File: config.mk
export PLATFORM = sky130hd
export DESIGN_NAME = b2h_frame_serializer
export DESIGN_NICKNAME = d
export VERILOG_FILES = /design/src/rtl/b2h_frame_serializer.sv
export SDC_FILE = /design/constraint.sdc
export NUM_CORES = 1
export LEC_CHECK = 0
export ABC_CLOCK_PERIOD_IN_PS = 4080
export BUFFER_PORTS_ARGS = -buffer_cell sky130_fd_sc_hd__buf_2
export CORE_MARGIN = 3
export CORE_UTILIZATION = 30
export DETAILED_ROUTE_END_ITERATION = 10
export SETUP_SLACK_MARGIN = 0.4
export SYNTH_ARGS = -nofsm -noshare
export SYNTH_HDL_FRONTEND = slang
export SYNTH_SLANG_ARGS = --single-unit
File: constraint.sdc
create_clock -name i_clk -period 4.08 [get_ports i_clk]
set_input_delay 0.408 -clock i_clk [delete_from_list [all_inputs] [get_ports i_clk]]
set_output_delay 0.408 -clock i_clk [all_outputs]
set_load 0.02 [all_outputs]
File: src/rtl/b2h_frame_serializer.sv
// Breakout-to-host frame serializer: snapshots N_LANES x WORD_W bits per frame and
// shifts each lane out MSB-first behind a sync header. Optional CRC-8 trailer: B2H_CRC_EN.
module b2h_frame_serializer #(
  parameter int unsigned N_LANES = 2,
  parameter int unsigned WORD_W  = 12,
  parameter int unsigned SYNC_W  = 4,
  parameter logic [SYNC_W-1:0] SYNC_PATTERN = 4'b1010
) (
  input  logic                        i_clk,
  input  logic                        i_reset,
  input  logic                        i_en,
  input  logic [N_LANES*WORD_W-1:0]   i_word,
  output logic                        o_sample,
  output logic                        o_clk_s,
  output logic                        o_frame_s,
  output logic [N_LANES-1:0]          o_d_s,
  output logic [15:0]                 o_frame_cnt
);

`ifdef B2H_CRC_EN
  localparam int unsigned CRC_W = 8;
`else
  localparam int unsigned CRC_W = 0;
`endif
  localparam int unsigned L     = SYNC_W + WORD_W + CRC_W;
  localparam int unsigned CNT_W = $clog2(L);
  localparam logic [CNT_W-1:0] SYNC_LAST = CNT_W'(SYNC_W - 1);
  localparam logic [CNT_W-1:0] DATA_LAST = CNT_W'(WORD_W - 1);

  typedef enum logic [1:0] {S_IDLE, S_SYNC, S_DATA, S_CRC} state_t;

  state_t                state_q, state_d;
  logic [CNT_W-1:0]      cnt_q, cnt_d;
  logic [WORD_W-1:0]     shift_q [N_LANES];
  logic [WORD_W-1:0]     shift_d [N_LANES];
  logic [SYNC_W-1:0]     sync_q, sync_d;
  logic [N_LANES-1:0]    d_q, d_d;
  logic                  frame_q, frame_d;
  logic                  sample_q, sample_d;
  logic                  last_q, last_d;
  logic [15:0]           frame_cnt_q, frame_cnt_d;
  logic                  frame_end_c;
  logic                  latch_c;
`ifdef B2H_CRC_EN
  localparam logic [CNT_W-1:0] CRC_LAST = CNT_W'(CRC_W - 1);
  logic [7:0]            crc_q [N_LANES];
  logic [7:0]            crc_d [N_LANES];

  assign frame_end_c = (state_q == S_CRC) && (cnt_q == CRC_LAST);
`else
  assign frame_end_c = (state_q == S_DATA) && (cnt_q == DATA_LAST);
`endif

  // State register
  always_ff @(posedge i_clk) begin
    if (i_reset) state_q <= S_IDLE;
    else         state_q <= state_d;
  end

  // Next-state logic; run enable is only looked at on frame boundaries
  always_comb begin
    state_d = state_q;
    if (frame_end_c) begin
      state_d = i_en ? S_SYNC : S_IDLE;
    end else begin
      case (state_q)
        S_IDLE: if (i_en) state_d = S_SYNC;
        S_SYNC: if (cnt_q == SYNC_LAST) state_d = S_DATA;
`ifdef B2H_CRC_EN
        S_DATA: if (cnt_q == DATA_LAST) state_d = S_CRC;
        S_CRC:  state_d = S_CRC;
`else
        S_DATA: state_d = S_DATA;
`endif
        default: state_d = S_IDLE;
      endcase
    end
  end

  assign latch_c = (state_d == S_SYNC) && ((state_q == S_IDLE) || frame_end_c);

  // Output / datapath next values; lanes lag the state by one register stage
  always_comb begin
    cnt_d       = cnt_q + CNT_W'(1);
    shift_d     = shift_q;
    sync_d      = sync_q;
    d_d         = '0;
    frame_d     = 1'b0;
    sample_d    = 1'b0;
    last_d      = frame_end_c;
    frame_cnt_d = frame_cnt_q;
`ifdef B2H_CRC_EN
    crc_d       = crc_q;
`endif
    if (last_q) frame_cnt_d = frame_cnt_q + 16'd1;
    if ((state_d != state_q) || frame_end_c) cnt_d = '0;

    case (state_q)
      S_SYNC: begin
        d_d     = {N_LANES{sync_q[SYNC_W-1]}};
        frame_d = 1'b1;
        sync_d  = sync_q << 1;
      end
      S_DATA: begin
        for (int k = 0; k < N_LANES; k++) begin
          d_d[k]     = shift_q[k][WORD_W-1];
          shift_d[k] = shift_q[k] << 1;
`ifdef B2H_CRC_EN
          crc_d[k] = {crc_q[k][6:0], 1'b0}
                   ^ ((crc_q[k][7] ^ shift_q[k][WORD_W-1]) ? 8'h07 : 8'h00);
`endif
        end
      end
`ifdef B2H_CRC_EN
      S_CRC: begin
        for (int k = 0; k < N_LANES; k++) begin
          d_d[k]   = crc_q[k][7];
          crc_d[k] = crc_q[k] << 1;
        end
      end
`endif
      default: ;
    endcase

    if (latch_c) begin
      sample_d = 1'b1;
      sync_d   = SYNC_PATTERN;
      for (int k = 0; k < N_LANES; k++) begin
        shift_d[k] = i_word[k*WORD_W +: WORD_W];
`ifdef B2H_CRC_EN
        crc_d[k]   = '0;
`endif
      end
    end
  end

  // Datapath registers
  always_ff @(posedge i_clk) begin
    if (i_reset) begin
      cnt_q       <= '0;
      sync_q      <= '0;
      d_q         <= '0;
      frame_q     <= 1'b0;
      sample_q    <= 1'b0;
      last_q      <= 1'b0;
      frame_cnt_q <= '0;
      for (int k = 0; k < N_LANES; k++) begin
        shift_q[k] <= '0;
`ifdef B2H_CRC_EN
        crc_q[k]   <= '0;
`endif
      end
    end else begin
      cnt_q       <= cnt_d;
      sync_q      <= sync_d;
      d_q         <= d_d;
      frame_q     <= frame_d;
      sample_q    <= sample_d;
      last_q      <= last_d;
      frame_cnt_q <= frame_cnt_d;
      for (int k = 0; k < N_LANES; k++) begin
        shift_q[k] <= shift_d[k];
`ifdef B2H_CRC_EN
        crc_q[k]   <= crc_d[k];
`endif
      end
    end
  end

  assign o_clk_s     = ~i_clk;
  assign o_d_s       = d_q;
  assign o_frame_s   = frame_q;
  assign o_sample    = sample_q;
  assign o_frame_cnt = frame_cnt_q;

endmodule

[Word level (Yosys, flattened, before mapping)]
Index checks and enable logic that the tools add are counted.
Word-level totals
  register bits after elaboration: 54
  latch bits: 0
  RAM bits: 0
  bits in read-only memories: 0
  input port bits: 27
  output and inout port bits: 21
  word-level logic and storage cells: 41
  memories: 0
Cells by class
  add/subtract/negate cells: 2
  $mul: 0
  divide/modulo/power cells: 0
  magnitude comparators: 0
  equal/unequal tests: 6
  shifts and indexed selects: 0
  multiplexer cells: 12
  bitwise gates (word level): 1
  reduce and logical (&&, ||, !) cells: 9
Operators by type and width (count)
  $mux 24: 2
  $add 16x1->16 const B: 1
  $mux 4: 2
  $mux 2: 3
  $pmux 2 s3: 1
  $add 4x1->4 const B: 1
  $eq 2x1->1 const B: 2
  $eq 4x2->1 const B: 1
  $eq 4x4->1 const B: 1
  $pmux 2 s2: 1
  $reduce_bool 2->1: 2
  $reduce_or 2->1: 2
  $mux 1: 3
  $eq 2x2->1 const B: 1
  $logic_and 1x1->1: 2
  $logic_not 2->1: 1
  $logic_or 1x1->1: 2
  $ne 2x2->1: 1
  $not 1->1: 1

[Depth between registers and ports, before layout]
Gate-level depths: netlist (run 1).
  word-level depth: 7
  depth in mapped cells: 9
  depth with buffers taken out: 6

==> metrics.md, run 1 <==
| Metric | Value |
|---|---|
| Outcome | `completed` |
| Gr ovfl total | `0` |
| Hold WC Path Type | `in -> reg` |
| Yosys warnings | `0` |
| Clk_lat worst skew | `300 ps` |
| Via count | `2046` |
| Cells after Synth | `287` |
| Buffer count from post-CTS setup fixing | `0` |
| Antenna-violating nets left | `0` |
| GPL Wtd Cong | `0.802` |
| Clk_skew | `7.57 ps` |
| Total length of routed wires | `5290 um` |
| TritonCTS buffer count | `5` |
| RSZ-0062 raised after global routing | `false` |
| Vias in the first global route | `1921` |
| Detailed-placement wirelength estimate | `3780 um` |
| Core ar. | `8890 sq um` |
| Area growth syn-to-layout | `13.8%` |
| Final count of hold timing violations | `0` |
| Critical Path RT | `3670 ps` |
| CTS tree | `built` |
| Final setup TNS | `0 ps` |
| Die Span X | `103 um` |
| Post-synth cell types | `43` |
| Vias/cell | `4.68` |
| Max-Cap Viols | `0` |
| Slew Limit Fails | `0` |
| Ys async rst share | `0%` |
| Ports | `48` |
| DRC | `0` |
| Starting Density | `31.5%` |
| Clock-pin slew on the worst setup and hold paths | `100 ps` |
| CTS root buffer | `clkbuf_8` |
| Largest net degree at the start of global routing | `47` |
| Die area | `10500 sq um` |
| Maximum clock path buffer count | `2` |
| P_int | `0.000791 W` |
| Crit path kind | `clk -> out` |
| CP startpoint kind | `clock port` |
| Slew headroom | `66.0%` |
| Total chip power | `0.00108 W` |
| Post-Syn Nets | `320` |
| Drt first-iter violations | `113` |
| Clock Power Share | `31.8%` |
| Logic pwr share | `14.8%` |
| Syn Area/Cell | `9.75 sq um` |
| Initial antenna violation count | `0` |
| Total track usage | `10.2%` |
| Slew @ Worst Pin | `510 ps` |
| Power per cell area | `339 nW/um^2` |
| # nets final | `361` |
| Ys flop type | `dfxtp_1` |
| Hold WS | `372 ps` |
| Dpl cells | `429` |
| Final Setup Violations | `0` |
| Rows | `34` |
| Flop pwr share | `53.4%` |
| Cell area after synthesis | `2800 sq um` |
| Setup crit end kind | `output port` |
| DRT Pass-1 Iters | `4` |
| Share of cells above drive strength 1 | `26.7%` |
| Leakage | `1.28 nW` |
| VDD IR max | `0.000143 V` |
| Post-synthesis sequential area ratio | `38.6%` |
| H-tree depth | `2` |
| Count of non-filler cells in the finished layout | `437` |
| Antenna fix cells | `0` |
| Die height | `103 um` |
| First-pass GRT wire length | `8770 um` |
| Post-cts resize count | `0` |
| Number of synthesized flops with an enable pin | `0` |
| Sw Pwr | `0.000289 W` |
| Routed len/inst | `12.1 um` |
| Port Buffer Count | `47` |
| Switching part of the total | `26.8%` |
| #FFs+latches synth | `54` |
| Data arrival, critical path | `2540 ps` |
| Critical path peak fanout | `12` |
| Hold-fix buffers at CTS | `0` |
worst max-delay path, cell delays in order:
cell and delay [ps]:
clkbuf_8 130, clkbuf_8 160, inv_1 50, buf_2 150
cells in the final DEF, fill, tap and decap left out, types with 3 or more instances in the layout:
master,synthesis,routed
a21oi_1,10,10
nor2b_1,23,23
ha_1,6,6
mux2_4,17,17
buf_4,0,3
buf_2,4,47
xor2_1,6,6
nand4_1,3,3
o21ai_0,3,3
nand2b_1,5,5
mux2i_1,27,27
clkbuf_8,0,6
inv_1,9,9
dfxtp_1,54,54
nand3b_1,3,3
nor3_1,5,5
xnor2_1,6,6
nor2_1,41,41
nand3_1,8,8
nand2_1,10,10
mux2_2,6,6
final timing paths:
kind	start	cells after the start	slack, ps	end
setup / recovery	i_clk	4	1130	o_clk_s
hold / removal	i_word[0]	3	370	shift_q[12]
setup reg to reg	state_q[1]	7	1530	shift_q[3]
hold reg to reg	sync_q[1]	2	480	sync_q[1]
power groups by stage:
| stage | Clock, W | Sequential, W | Combinational [W] |
|---|---|---|---|
| floorplan | 0.0000176 | 0.000586 | 0.000142 |
| global placement | 0.0000259 | 0.000588 | 0.000159 |
| detailed placement | 0.0000259 | 0.000589 | 0.000161 |
| CTS | 0.000358 | 0.000577 | 0.000162 |
| global route | 0.000383 | 0.000581 | 0.000178 |
| finish | 0.000343 | 0.000577 | 0.000160 |
synth_stat cells, types with 6 or more instances:
master    number  share of area, %
nand3_1        8               1.4
mux2_2         6               2.4
a21oi_1       10               1.8
nand2_1       10               1.3
xnor2_1        6               1.9
nor2b_1       23               5.1
xor2_1         6               1.9
inv_1          9               1.2
mux2_4        17               9.1
nor2_1        41               5.5
dfxtp_1       54                39
ha_1           6               2.7
clkbuf_1       9               1.2
mux2i_1       27               9.7
cell type report:
cell class / count / area, sq um
fillers: 938 / 5710
multi-input cells: 208 / 1580
clock inverters: 3 / 20.0
repair buffers: 49 / 253
flip-flops and latches: 54 / 1080
inverters: 8 / 30.0
well taps: 108 / 135
clock buffers: 7 / 87.6
per-layer routing:
metal  vias up  wire length, um  part of all wire (%)  GRT usage (%)
li1       1069                -                     -              -
met1       920             2800                    53           14.2
met2        52             2180                    41           15.9
met3         5              270                   5.1           2.50
met4         0               36                  0.68           2.12
met5         -                0                     0              0
per-stage QoR:
stage / util [%] / worst slack (ps) / cell area, sq um
floorplan: - / 1500 / 2800
global placement: 34.7 / 1460 / 3090
detailed placement: 34.7 / 1460 / 3090
CTS: 35.8 / 1120 / 3190
global route: 35.8 / 1090 / 3190
finish: 35.8 / 1130 / 3190
cell families after synthesis:
group / Yosys count / share of synthesized area [%]
xor gates and xnor gates: 12 / 3.76
muxes: 50 / 21.2
adders and majority gates: 6 / 2.68
AOI/OAI and AO/OA: 26 / 6.88
DFF: 54 / 38.6
and+or+nand+nor: 114 / 21.9
buffers and inverters: 25 / 4.96
sequential cells by signal (all words and copies together), names as in the netlist:
signal       flops
o_frame_s        1
last_q           1
o_d_s            2
cnt_q            4
shift_q         24
state_q          2
o_sample         1
sync_q           3
o_frame_cnt     16
Note: power is estimated with default switching activity, not from simulation.
==> run 2: changes to the inputs <==
ABC_CLOCK_PERIOD_IN_PS = 2950   (was 4080)
clock period = 2.95 ns   (was 4.08 ns; I/O delays follow)
==> run 2 against run 1 <==
Compared with the run above:
- register-to-register slack worse by 1000 ps
- non-clock buffer count unchanged
- sequential cell count unchanged
- sequential power up 38%
- critical path depth up 3
- worst hold slack worse by 120 ps
- sequential share of layout area about the same
- via count up 0.49%
- critical endpoint is now shift_q[5]
- largest cell class unchanged
==> metrics.md, run 2 (same netlist as run 1, synthesis figures left out) <==
| Metric | Value |
|---|---|
| Data arrival, critical path | `2610 ps` |
| Drt first-iter violations | `67` |
| Slew @ Worst Pin | `1030 ps` |
| First-pass GRT wire length | `8690 um` |
| Clk_lat worst skew | `300 ps` |
| CTS tree | `built` |
| Top reg by flops | `shift_q` |
| Antenna-violating nets left | `0` |
| Slew headroom | `31.2%` |
| Clock-pin slew on the worst setup and hold paths | `100 ps` |
| # nets final | `361` |
| Most frequent cells in the layout | `dfxtp_1, buf_2, nor2_1` |
| FF-to-FF End | `shift_q[5]` |
| Most common cell after layout, fill and taps aside | `dfxtp_1` |
| Crit path kind | `reg -> reg` |
| Final setup TNS | `0 ps` |
| Port Buffer Count | `47` |
| Critical Path RT | `3150 ps` |
| GPL Wtd Cong | `0.861` |
| Buffer count from post-CTS setup fixing | `0` |
| Routed len/inst | `12.0 um` |
| Post-cts resize count | `0` |
| Vias/cell | `4.70` |
| CTS root buffer | `clkbuf_8` |
| Worst Setup SP | `state_q[1]` |
| WL met1 | `2790 um` |
| Maximum clock path buffer count | `2` |
| DRT Pass-1 Iters | `4` |
| Initial antenna violation count | `0` |
| Final min period | `2420 ps` |
| Hold WC Path Type | `in -> reg` |
| Outcome | `completed` |
| Register Area | `1080 sq um` |
| CP startpoint kind | `register` |
| Fillers | `910` |
| Vias in the first global route | `1848` |
| Clk_skew | `10.6 ps` |
| Total length of routed wires | `5240 um` |
| R2r worst-path depth | `7` |
| Antenna fix cells | `0` |
| CP endpoint | `shift_q[5]` |
| Total chip power | `0.00148 W` |
| Internal reg-to-reg setup slack | `530 ps` |
| Fmax | `414 MHz` |
| Rows | `34` |
| Max reg flops | `24` |
| H-tree depth | `2` |
| Ports | `48` |
| Via count | `2056` |
| Leakage | `1.29 nW` |
| Core ar. | `8890 sq um` |
| Routed length on met3 | `286 um` |
| Met2 Routed Length | `2140 um` |
| TritonCTS buffer count | `5` |
| RSZ-0062 raised after global routing | `false` |
| Total track usage | `10.0%` |
| Slew Limit Fails | `0` |
| Die area | `10500 sq um` |
| Hold-fix buffers at CTS | `0` |
| Die Span X | `103 um` |
| Gr ovfl total | `0` |
| Die height | `103 um` |
| Final Setup Violations | `0` |
| Setup crit end kind | `register` |
| Area growth syn-to-layout | `13.9%` |
| DRC | `0` |
| Reg-to-Reg Start | `state_q[1]` |
| Max-Cap Viols | `0` |
| Uppermost layer routed | `met4` |
| Power per cell area | `465 nW/um^2` |
| Final period util | `81.9%` |
| Share of cells above drive strength 1 | `26.4%` |
| Detailed-placement wirelength estimate | `3720 um` |
| Starting Density | `31.5%` |
| Multi-input logic area | `1580 sq um` |
| Final count of hold timing violations | `0` |
| Largest net degree at the start of global routing | `65` |
| Critical path peak fanout | `25` |
| VDD IR max | `0.000219 V` |
-- run 2: through the flow --
step	hold WS [ps]	area, sq um	util (%)	worst slack [ps]	instances
after floorplan	372	2800	-	686	287
after global routing	253	3190	35.8	417	437
after CTS	255	3190	35.8	533	437
final	256	3190	35.8	534	437
after global placement	450	3100	34.9	612	429
after detailed placement	450	3100	34.9	539	429
-- run 2: worst min path at each step --
stage | start | endpoint | cells past startpoint
2_1_floorplan | i_clk | o_clk_s | 1
3_3_place_gp | i_clk | o_clk_s | 2
3_5_place_dp | i_clk | o_clk_s | 2
4_1_cts | i_word[0] | shift_q[12] | 3
5_1_grt | i_word[0] | shift_q[12] | 3
6_report | i_word[0] | shift_q[12] | 3
-- run 2: cell type report --
| cell class | count | share of cell area, % |
|---|---|---|
| repair buffers | 49 | 8.32 |
| well taps | 108 | 4.24 |
| clock inverters | 4 | 0.707 |
| flip-flops and latches | 54 | 33.9 |
| clock buffers | 6 | 2.32 |
| inverters | 8 | 0.942 |
| multi-input cells | 208 | 49.5 |
-- run 2: per-layer routing --
layer	vias to the layer above	track usage, %
li1	1071	-
met1	927	14.4
met2	56	15.3
met3	2	2.57
met4	0	1.82
met5	-	0
-- run 2: worst max-delay path, cell delays in order, from the launching register on --
cell,delay (ps)
dfxtp_1,430
inv_1,150
ha_1,310
and4bb_4,270
a2111oi_4,340
o211a_1,250
buf_12,210
mux2_2,350
-- run 2: report_power, final --
part / switching [W] / internal (W) / total, W
clock: 0.000276 / 0.000180 / 0.000456
combinational: 0.000105 / 0.000122 / 0.000228
sequential: 0.0000241 / 0.000774 / 0.000798
==> run 3: changes to the inputs <==
ABC_CLOCK_PERIOD_IN_PS = 2200   (was 2950)
clock period = 2.2 ns   (was 2.95 ns; I/O delays follow)
==> run 3 against run 2 <==
Compared with the run above:
- worst hold slack worse by 120 ps
- highest routed layer unchanged
- cell count grew 7.1%
- sequential share of layout area fell by 4.2 points
- sequential power grew 34%
- utilization is 5.3 points higher
- setup slack got worse by 360 ps
==> metrics.md, run 3 (same netlist as run 1, synthesis figures left out) <==
| Metric | Value |
|---|---|
| Die Span X | `103 um` |
| Final count of hold timing violations | `0` |
| Routed len/inst | `13.2 um` |
| Vias/cell | `4.77` |
| Largest net degree at the start of global routing | `33` |
| Final period util | `92.2%` |
| Most frequent cells in the layout | `dfxtp_1, buf_2, nor2_1` |
| Core ar. | `8890 sq um` |
| Outcome | `completed` |
| Initial antenna violation count | `0` |
| Slew headroom | `60.9%` |
| Leakage | `1.49 nW` |
| CP max stage cell | `dfxtp_2` |
| CTS tree | `built` |
| VDD IR max | `0.000296 V` |
| Dpl cells | `435` |
| Count of non-filler cells in the finished layout | `468` |
| Clock-pin slew on the worst setup and hold paths | `110 ps` |
| Total track usage | `11.4%` |
| Area growth syn-to-layout | `30.8%` |
| Max-Cap Viols | `0` |
| Hold WC Path Type | `in -> reg` |
| CP Cell Sequence | `buf_6 -> ha_1 -> nand3b_1 -> o221ai_2 -> o211a_4 -> buf_12 -> buf_16 -> mux2_4` |
| Data arrival, critical path | `2180 ps` |
| Die area | `10500 sq um` |
| Crit path kind | `reg -> reg` |
| Slew @ Worst Pin | `586 ps` |
| Drt first-iter violations | `99` |
| Detailed-placement wirelength estimate | `3930 um` |
| GPL Wtd Cong | `0.840` |
| First-pass GRT wire length | `9740 um` |
| Gr ovfl total | `0` |
| Port Buffer Count | `47` |
| Die height | `103 um` |
| Critical path peak fanout | `6` |
| Share of cells above drive strength 1 | `37.5%` |
| RSZ-0062 raised after global routing | `true` |
| H-tree depth | `2` |
| Clk_lat worst skew | `440 ps` |
| Final setup TNS | `0 ps` |
| Internal reg-to-reg setup slack | `170 ps` |
| TritonCTS buffer count | `5` |
| CP startpoint kind | `register` |
| Top reg by flops | `shift_q` |
| Most common cell after layout, fill and taps aside | `dfxtp_1` |
| Vias in the first global route | `2034` |
| Antenna-violating nets left | `0` |
| Critical Path RT | `2350 ps` |
| Final min period | `2030 ps` |
| Ports | `48` |
| Maximum clock path buffer count | `2` |
| Fmax | `493 MHz` |
| Hold-fix buffers at CTS | `0` |
| Slew Limit Fails | `0` |
| # nets final | `392` |
| Fillers | `841` |
| Max incr delay on CP | `340 ps` |
| CTS root buffer | `clkbuf_8` |
| WP buf/inv | `3` |
| DRC | `0` |
| Clk_skew | `183 ps` |
| Rows | `34` |
| Via count | `2234` |
| Final Setup Violations | `0` |
| Antenna fix cells | `0` |
| Setup crit end kind | `register` |
| DRT Pass-1 Iters | `5` |
| Power per cell area | `696 nW/um^2` |
| Top Family by Delay on Critical Path | `compound AO/OA/AOI/OAI gates` |
| Total length of routed wires | `6190 um` |
| Starting Density | `31.5%` |
| Max reg flops | `24` |
-- run 3: cell count changes in the layout (fill, tap and decap cells not counted), sizes merged --
cell,previous run,this run
buf,50,83
inv,12,9
clkbuf,5,3
clkinvlp,0,2
clkinv,0,1
-- run 3: stage by stage --
step                power (W)  setup slack, ps  instance area [sq um]  utilization (%)  hold slack, ps
detailed placement    0.00147              112                   3160             35.6             375
finish                0.00255              172                   3660             41.2             134
CTS                   0.00216              177                   3460             38.9             165
global placement      0.00146              166                   3160             35.6             375
floorplan             0.00139              181                   2820                -             297
global route          0.00268             85.6                   3660             41.2             152
-- run 3: cell type report --
cell class / instances / area [sq um] / area share, %
Multi-Input combinational cell: 208 / 1660 / 45.3
Sequential cell: 54 / 1090 / 29.7
Timing Repair Buffer: 73 / 551 / 15.0
Clock buffer: 13 / 165 / 4.51
Tap cell: 108 / 135 / 3.69
Inverter: 8 / 35.0 / 0.957
Clock inverter: 4 / 27.5 / 0.752
-- run 3: what timing repair did --
action / CTS / global route
pin swaps: 0 / 4
endpoints found under the hold margin: 0 / 0
cloned: 3 / 0
buffers inserted: 10 / 12
setup endpoints to repair: 30 / 35
gates resized for setup: 11 / 28
-- run 3: worst paths after layout --
kind / start / cells past startpoint / endpoint
max: state_q[0] / 8 / shift_q[11]
min: i_word[0] / 3 / shift_q[12]
min reg2reg: shift_q[23] / 2 / o_d_s[0]
max reg2reg: state_q[0] / 8 / shift_q[11]
-- run 3: layer usage --
metal	GRT usage [%]	up-vias	wire length, um
li1	-	1141	-
met1	15.9	1027	2980
met2	17.6	58	2820
met3	2.84	8	321
met4	3.13	0	65
met5	0	-	0
-- run 3: where the power goes --
part | switching [W] | internal, W
registers | 0.0000342 | 0.00104
clock network | 0.000461 | 0.000553
logic | 0.000186 | 0.000273
total | 0.000682 | 0.00186
-- run 3: worst min-delay path, delay by kind of cell --
kind          cells  cell delay, ps
buf+inv           1             100
mux               1              70
simple gates      1              60
